--- config.mk ---
export PLATFORM = sky130hd
export DESIGN_NAME = pwm_capture
export DESIGN_NICKNAME = d
export VERILOG_FILES = /design/src/rtl/pwm_pkg.sv /design/src/rtl/pwm_sync_edge.sv /design/src/rtl/pwm_capture.sv
export SDC_FILE = /design/constraint.sdc
export NUM_CORES = 1
export LEC_CHECK = 0
export CAP_MARGIN = 5
export CORE_ASPECT_RATIO = 1.4
export CORE_MARGIN = 2
export CORE_UTILIZATION = 47
export CTS_CLUSTER_SIZE = 30
export DETAILED_ROUTE_END_ITERATION = 8
export PLACE_DENSITY = 0.77
export SETUP_SLACK_MARGIN = 0.15
export SLEW_MARGIN = 20
export SYNTH_ARGS = -nofsm -noshare
export SYNTH_HDL_FRONTEND = slang
export SYNTH_SLANG_ARGS = --single-unit
--- constraint.sdc ---
create_clock -name clk -period 4.05 [get_ports clk]
set_input_delay 0.81 -clock clk [delete_from_list [all_inputs] [get_ports clk]]
set_output_delay 0.81 -clock clk [all_outputs]
set_load 0.02 [all_outputs]
--- src/rtl/pwm_pkg.sv ---
// Shared PWM definitions: capture FSM states and default sizing constants used by
// both the PWM generator and the capture block.
package pwm_pkg;

  typedef enum logic [1:0] {
    StIdle,
    StHigh,
    StLow
  } pwm_state_e;

  localparam int unsigned DefCntW       = 16;
  localparam int unsigned DefSyncStages = 2;
  localparam int unsigned DefTimeout    = 1000;

endpackage

--- src/rtl/pwm_sync_edge.sv ---
// Synchronizes the asynchronous PWM input and derives single-cycle rise/fall strobes
// from the synchronized level.
module pwm_sync_edge #(
  parameter int unsigned SYNC_STAGES = 2
) (
  input  logic clk,
  input  logic rst,
  input  logic din,
  output logic din_s,
  output logic rise,
  output logic fall
);

  logic [SYNC_STAGES-1:0] sync_q;
  logic                   din_d_q;

  always_ff @(posedge clk) begin
    if (rst) begin
      sync_q  <= '0;
      din_d_q <= 1'b0;
    end else begin
      sync_q  <= {sync_q[SYNC_STAGES-2:0], din};
      din_d_q <= sync_q[SYNC_STAGES-1];
    end
  end

  assign din_s = sync_q[SYNC_STAGES-1];
  assign rise  = din_s & ~din_d_q;
  assign fall  = ~din_s & din_d_q;

endmodule

--- src/rtl/pwm_capture.sv ---
// PWM receiver: measures period and high time of a synchronized PWM input in clk
// cycles, publishes one result per completed cycle and flags lost/stuck signals.
module pwm_capture
  import pwm_pkg::*;
#(
  parameter int unsigned CNT_W       = DefCntW,
  parameter int unsigned SYNC_STAGES = DefSyncStages,
  parameter int unsigned TIMEOUT     = DefTimeout
) (
  input  logic             clk,
  input  logic             rst,
  input  logic             en,
  input  logic             din,
  output logic [CNT_W-1:0] period,
  output logic [CNT_W-1:0] period_on,
  output logic             meas_valid,
  output logic             timeout,
  output logic             stuck_level,
  output logic             locked
);

  localparam logic [CNT_W-1:0] TimeoutCnt = CNT_W'(TIMEOUT);
  // IDLE counts the pulse cycle itself so idle timeouts repeat every TIMEOUT cycles.
  localparam logic [CNT_W-1:0] IdleLimit  = CNT_W'(TIMEOUT - 1);
  localparam logic [CNT_W-1:0] One        = CNT_W'(1);

  logic din_s, rise, fall;

  pwm_sync_edge #(
    .SYNC_STAGES(SYNC_STAGES)
  ) u_sync_edge (
    .clk  (clk),
    .rst  (rst),
    .din  (din),
    .din_s(din_s),
    .rise (rise),
    .fall (fall)
  );

  pwm_state_e       state_q, state_d;
  logic [CNT_W-1:0] cnt_per_q, cnt_per_d;
  logic [CNT_W-1:0] cnt_on_q, cnt_on_d;
  logic [CNT_W-1:0] period_q, period_d;
  logic [CNT_W-1:0] period_on_q, period_on_d;
  logic             meas_valid_q, meas_valid_d;
  logic             timeout_q, timeout_d;
  logic             stuck_q, stuck_d;
  logic             locked_q, locked_d;
  logic             at_timeout;

  assign at_timeout = (cnt_per_q == TimeoutCnt);

  always_ff @(posedge clk) begin
    if (rst) begin
      state_q      <= StIdle;
      cnt_per_q    <= '0;
      cnt_on_q     <= '0;
      period_q     <= '0;
      period_on_q  <= '0;
      meas_valid_q <= 1'b0;
      timeout_q    <= 1'b0;
      stuck_q      <= 1'b0;
      locked_q     <= 1'b0;
    end else begin
      state_q      <= state_d;
      cnt_per_q    <= cnt_per_d;
      cnt_on_q     <= cnt_on_d;
      period_q     <= period_d;
      period_on_q  <= period_on_d;
      meas_valid_q <= meas_valid_d;
      timeout_q    <= timeout_d;
      stuck_q      <= stuck_d;
      locked_q     <= locked_d;
    end
  end

  always_comb begin
    state_d = state_q;
    if (!en) begin
      state_d = StIdle;
    end else begin
      unique case (state_q)
        StIdle: if (rise) state_d = StHigh;
        StHigh: begin
          if (at_timeout) state_d = StIdle;
          else if (fall)  state_d = StLow;
        end
        StLow: begin
          if (rise)            state_d = StHigh;
          else if (at_timeout) state_d = StIdle;
        end
        default: state_d = StIdle;
      endcase
    end
  end

  always_comb begin
    cnt_per_d    = cnt_per_q;
    cnt_on_d     = cnt_on_q;
    period_d     = period_q;
    period_on_d  = period_on_q;
    meas_valid_d = 1'b0;
    timeout_d    = 1'b0;
    stuck_d      = stuck_q;
    locked_d     = locked_q;
    if (!en) begin
      cnt_per_d = '0;
      cnt_on_d  = '0;
      locked_d  = 1'b0;
    end else begin
      unique case (state_q)
        StIdle: begin
          if (rise) begin
            cnt_per_d = One;
            cnt_on_d  = One;
          end else if (cnt_per_q == IdleLimit) begin
            timeout_d = 1'b1;
            stuck_d   = din_s;
            cnt_per_d = '0;
          end else begin
            cnt_per_d = cnt_per_q + One;
          end
        end
        StHigh: begin
          if (at_timeout) begin
            timeout_d = 1'b1;
            stuck_d   = din_s;
            locked_d  = 1'b0;
            cnt_per_d = '0;
            cnt_on_d  = '0;
          end else if (fall) begin
            cnt_per_d = cnt_per_q + One;
          end else begin
            cnt_per_d = cnt_per_q + One;
            cnt_on_d  = cnt_on_q + One;
          end
        end
        StLow: begin
          // A rise exactly at the limit still completes the measurement.
          if (rise) begin
            period_d     = cnt_per_q;
            period_on_d  = cnt_on_q;
            meas_valid_d = 1'b1;
            locked_d     = 1'b1;
            cnt_per_d    = One;
            cnt_on_d     = One;
          end else if (at_timeout) begin
            timeout_d = 1'b1;
            stuck_d   = din_s;
            locked_d  = 1'b0;
            cnt_per_d = '0;
            cnt_on_d  = '0;
          end else begin
            cnt_per_d = cnt_per_q + One;
          end
        end
        default: begin
          cnt_per_d = '0;
          cnt_on_d  = '0;
        end
      endcase
    end
  end

  assign period      = period_q;
  assign period_on   = period_on_q;
  assign meas_valid  = meas_valid_q;
  assign timeout     = timeout_q;
  assign stuck_level = stuck_q;
  assign locked      = locked_q;

endmodule

==> reports/metrics.cfg, run 1 <==
[run_status]
status = finished clean

[clock_tree]
cts_buffer_depth = 2
post_cts_buffers = 0
h-tree-depth = 3
holdBufCountCts = 0
cts_tree = done
root_buffer = clkbuf_8
clk_pin_slew_worst_paths_ns = 0.08
clk_latency_ns = 0.36
cts_resized = 0
cts_made_buffers = 9
cts.sinks = 73

[power_and_ir_drop]
powerDensity_mw_per_mm2 = 358
total_power_w = 0.00139
vdd_ir_drop_max_v = 0.000346
switching_power_w = 0.000307
p_leak_nw = 1.25
p_int_w = 0.00108
switching_share_pct = 22.1
p_comb_share_pct = 3.0
clkPwrFrac_pct = 44.8
power_frac_seq_pct = 52.2

[routing]
vias_per_cell = 5.42
drc = 0
first_pass_iters = 4
wl_um = 6700
drt_iter0_drc = 159
ant_nets = 0
vias = 2762
routedWlPerCell_um = 13.1

[finish]
stdcell_count = 510
final_cell_mix = nand2_1 (83), dfxtp_1 (73), a21oi_1 (43)
final_common_cell = nand2_1
area_growth_pct = 19.8
layout.nets = 425
insertedDiodeCount = 0
drive_gt1_share_pct = 8.37

[placement]
dp.cells = 494
dp_hpwl_um = 4630
dp_slack_ns = 1.47
routabilityCongestion = 0.825
portBuffers = 39

[sta]
min_period_ns = 2.38
fin_crit_sh_pct = 58.7
final.setup.worst_slack_ns = 1.67
finClkSkew_ns = 0.00734
relSlewSlack_pct = 49.2
setup_violations = 0
tightestPinTransition_ns = 0.757
hold_viol = 0
rsz0062_at_grt = false
slew_viol_final = 0
fin_setup_tns_ns = 0
fmax_ghz = 0.421

[critical_path]
worstPathArrival_ns = 2.62
end_kind = flip-flop
critPathKind = flip-flop to flip-flop
start_kind = flip-flop
path_max_fanout = 12
required_ns = 4.29

[floorplanning]
die_area_sq_mm = 0.00758
io_pins = 40
num_rows = 35
fp.coreArea_sq_mm = 0.00661
fp.dieH_um = 102
start_util_pct = 49.0
die_w_um = 74.2

[yosys]
avgSynthCellArea_sq_um = 8.52
ys.flop_type = dfxtp_1
ys_ff_latch = 73
ys_async_sr_fraction_pct = 0
yosysSeqAreaShare_pct = 45.1
ys_types = 54
ys.warnings.count = 0
synth-edff-count = 0
syn-cell-area_sq_mm = 0.00324
synth_nets = 392
synthesis.instances = 380

[global_route]
antenna_found_initial = 0
grt_pass1_vias = 2498
grt-ovfl-total = 0
grtUsageTotal_pct = 18.8
grt_start_max_net_pins = 38
grt_pass1_wl_um = 10900

[min_path]
hold_class = flip-flop to flip-flop

[run]
max-cap-violations = 0

-- kinds of logic (layout without fill, tap and decap cells) --
kind of cell	after synthesis	in the layout	share of synthesized area, %
AND/OR/NAND/NOR	173	173	26.0
XOR/XNOR	21	21	5.68
AO/OA/AOI/OAI	75	75	15.1
flip-flops	73	73	45.1
adder cells (fa/ha/maj)	8	8	3.09
multiplexers	3	3	0.966
buffers and inverters	27	65	4.02
-- registers in the layout (all words and copies together) (netlist names) --
register	cells
cnt_on_q	16
cnt_per_q	16
locked	1
meas_valid	1
period	16
period_on	16
state_q	2
stuck_level	1
timeout	1
u_sync_edge.din_d_q	1
u_sync_edge.sync_q	2
-- critical path, cell delays in order (launching register included) --
cell	delay, ns
dfxtp_1	0.37
inv_1	0.08
ha_1	0.13
and4bb_1	0.21
nand4_1	0.52
a2111oi_0	0.71
xnor2_1	0.18
nor2_1	0.05
-- cell usage after synthesis (2+ instances only) --
master     instances  share of area (%)
nand2_1           84                9.7
dfxtp_1           73                 45
a21oi_1           43                6.6
nor2_1            30                3.5
clkbuf_1          13                1.5
xnor2_1           13                3.5
nand3_1           10                1.5
ha_1               8                3.1
inv_1              8               0.93
xor2_1             8                2.2
and3_1             6                1.2
nand4_1            6                1.2
o21ai_0            6               0.93
nor2b_1            5               0.97
o31ai_1            5                1.2
or4_1              5                1.2
a2111oi_2          4                1.9
nand2b_1           4               0.77
and2_1             3               0.58
buf_2              3               0.46
nor3_1             3               0.46
a2111oi_0          2               0.54
a22oi_1            2               0.46
and4_1             2               0.54
mux2i_1            2               0.62
nor4_1             2               0.39
o22ai_1            2               0.39
or3_1              2               0.39
-- stage by stage --
step,hold slack (ns),util (%),area [sq um]
2_1_floorplan,0.414,-,3240
3_3_place_gp,0.432,55.3,3660
3_5_place_dp,0.439,55.3,3660
4_1_cts,0.455,58.6,3880
5_1_grt,0.471,58.7,3880
6_report,0.449,58.7,3880
-- final cells by class --
cell class	count	area, sq um
flip-flops and latches	73	1460
repair buffers	41	405
clock inverters	7	93.8
fillers	576	2730
inverters	8	30.0
clock buffers	9	124
multi-input cells	280	1650
well taps	92	115
-- power groups by stage --
stage,clock network [W],registers (W),logic (W)
after global routing,0.000659,0.000725,0.0000451
after global placement,0,0.000741,0.0000397
after floorplan,0,0.000740,0.0000317
after detailed placement,0,0.000741,0.0000404
after CTS,0.000631,0.000724,0.0000407
final,0.000622,0.000724,0.0000411
-- per-layer routing --
layer  track usage [%]  vias to the layer above  routed length [um]
li1                  -                     1376                   -
met1              21.6                     1294                2780
met2              31.5                       79                3430
met3              3.45                       13                 343
met4              11.9                        0                 147
met5                 0                        -                   0
-- path summary, 6_finish.rpt --
check | slack [ns] | depth (start not counted) | start | end
max | 1.67 | 7 | cnt_per_q[0] | cnt_on_q[4]
min reg2reg | 0.45 | 1 | u_sync_edge.sync_q[0] | u_sync_edge.sync_q[1]
min | 0.45 | 1 | u_sync_edge.sync_q[0] | u_sync_edge.sync_q[1]
max reg2reg | 1.67 | 7 | cnt_per_q[0] | cnt_on_q[4]
Note: power is estimated with default switching activity, not from simulation.
==> inputs of run 2 (changes only) <==
Clock period 4.05 ns to 2.5 ns, I/O delays scaled along.
==> reports/metrics.cfg, run 2 (same netlist as run 1, synthesis figures left out) <==
[sta]
fmax_ghz = 0.457  ; +8.7%
rsz0062_at_grt = false
fin_setup_tns_ns = 0  ; unchanged
finClkSkew_ns = 0.00818  ; +0.000839 ns
hold_viol = 0  ; unchanged
min_period_ns = 2.19  ; -0.191 ns
setup_violations = 0  ; unchanged
slew_viol_final = 0  ; unchanged
relSlewSlack_pct = 56.1  ; +6.9 points
tightestPinTransition_ns = 0.654  ; -0.103 ns
fin_crit_sh_pct = 87.5  ; +29 points

[global_route]
grtUsageTotal_pct = 20.3  ; +1.5 points
grt-ovfl-total = 0  ; unchanged
grt_pass1_wl_um = 11900  ; +9.1%
grt_pass1_vias = 2651  ; +6.1%
antenna_found_initial = 0  ; unchanged
grt_start_max_net_pins = 38  ; unchanged

[critical_path]
r2r_end = cnt_on_q[6]
rr_worst_depth = 7  ; unchanged
worstPathArrival_ns = 2.48  ; -0.14 ns
path_max_fanout = 13  ; +1
required_ns = 2.79  ; -1.50 ns
rrSetupSlack_ns = 0.31  ; -1.36 ns
crit_start = cnt_per_q[0]
path_cells = inv_1 > ha_1 > and4bb_1 > and4_1 > o21ai_2 > or4_1 > a21oi_1
crit_buf_inv = 1  ; unchanged
r2r_start = cnt_per_q[0]
end_kind = flip-flop
crit_path_max_incr_delay_ns = 0.54  ; -0.17 ns
start_kind = flip-flop
crit_family = simple AND/OR/NAND/NOR gates
crit_slowest_cell = or4_1
critPathKind = flip-flop to flip-flop

[finish]
drive_gt1_share_pct = 9.22  ; +0.85 points
final_cell_mix = nand2_1 (84), dfxtp_1 (73), a21oi_1 (43)
register_area_sq_mm = 0.00146  ; unchanged
insertedDiodeCount = 0  ; unchanged
layout.nets = 430  ; +1.2%
n_fill_cell = 582  ; +1.0%
multiInputGateArea_sq_mm = 0.00165  ; about the same
area_growth_pct = 20.5
postLayoutCellArea_sq_mm = 0.00390  ; +0.61%
final_common_cell = nand2_1

[placement]
place_area_sq_mm = 0.00370  ; +1.0%
routabilityCongestion = 0.822  ; -0.40%
dp_hpwl_um = 5040  ; +8.7%
portBuffers = 39  ; unchanged

[min_path]
hold_class = flip-flop to flip-flop
whs_path_depth = 2  ; +1
hold_end = period[6]
hold_path.startpoint = period[6]

[clock_tree]
cts_made_buffers = 9  ; unchanged
holdBufCountCts = 0  ; unchanged
clk_latency_ns = 0.36  ; about the same
clk_pin_slew_worst_paths_ns = 0.08  ; about the same
cts_buffer_depth = 2  ; unchanged
cts_tree = done
h-tree-depth = 3  ; unchanged
cts.sinks = 73  ; unchanged
root_buffer = clkbuf_8

[routing]
first_pass_iters = 4  ; unchanged
vias_per_cell = 5.39  ; -0.50%
vias = 2775  ; +0.47%
drc = 0  ; unchanged
drt_iter0_drc = 204  ; +28%
routedWlPerCell_um = 13.8  ; +5.4%
ant_nets = 0  ; unchanged
wl_um = 7130  ; +6.5%

[power_and_ir_drop]
vdd_ir_drop_max_v = 0.000411  ; +19%
total_power_w = 0.00219  ; +58%
p_leak_nw = 1.26  ; +1.1%
powerDensity_mw_per_mm2 = 561  ; +57%

[floorplanning]
fp.coreArea_sq_mm = 0.00661  ; unchanged
fp.dieH_um = 102  ; unchanged
start_util_pct = 49.0  ; unchanged
die_area_sq_mm = 0.00758  ; unchanged
num_rows = 35  ; unchanged
die_w_um = 74.2  ; unchanged
io_pins = 40  ; unchanged

[run]
max-cap-violations = 0  ; unchanged

[run_status]
status = finished clean

## run 2: final cells by class
class                           instances  area share [%]
Multi-Input combinational cell        280            42.2
Sequential cell                        73            37.4
Timing Repair Buffer                   46            11.3
Clock buffer                           10            3.53
Tap cell                               92            2.95
Clock inverter                          6            1.73
Inverter                                8           0.769
## run 2: worst register-to-register path, cell delays in order, from the launching register on
cell      delay [ns]
dfxtp_1         0.38
inv_1           0.08
ha_1            0.14
and4bb_1        0.21
and4_1          0.38
o21ai_2         0.22
or4_1           0.55
a21oi_1         0.16
## run 2: metrics by stage
| step | std cells | hold WS [ns] | util [%] | setup WS [ns] |
|---|---|---|---|---|
| final | 515 | 0.453 | 59.0 | 0.313 |
| after global routing | 515 | 0.473 | 59.0 | 0.160 |
| after CTS | 515 | 0.457 | 59.0 | 0.309 |
| after detailed placement | 499 | 0.447 | 55.9 | 0.344 |
| after global placement | 499 | 0.440 | 55.9 | 0.414 |
| after floorplan | 380 | 0.414 | - | 0.491 |
## run 2: worst max path at each step
stage,to,slack [ns],cells after the start
after floorplan,cnt_on_q[15],0.49,7
after global placement,cnt_on_q[4],0.41,7
after detailed placement,cnt_on_q[7],0.34,7
after CTS,cnt_on_q[7],0.31,7
after global routing,cnt_per_q[7],0.16,6
final,cnt_on_q[6],0.31,7
## run 2: repair_timing
action / CTS / global route
resized for setup: 0 / 1
setup buffers: 0 / 0
endpoints found under the setup margin: 0 / 1
## run 2: where the power goes
part | leakage [nW] | switching, W | internal, W
Clock | 0.0985 | 0.000459 | 0.000489
Combinational | 0.575 | 0.0000450 | 0.0000229
Sequential | 0.589 | 0.00000716 | 0.00117
Total | 1.26 | 0.000511 | 0.00168
## run 2: layer usage
metal	up-vias	GRT usage (%)	share of wire (%)
met5	-	0	0
met4	0	10.9	2.6
met3	15	3.85	3.7
met2	61	34.1	50
met1	1316	24.1	43
li1	1383	-	-
==> inputs of run 3 (changes only) <==
Settings changed: CTS_CLUSTER_SIZE 30 to 14.
==> results of run 3 <==
Same layout as run 2: the final DEF is identical, and so are final timing and power.
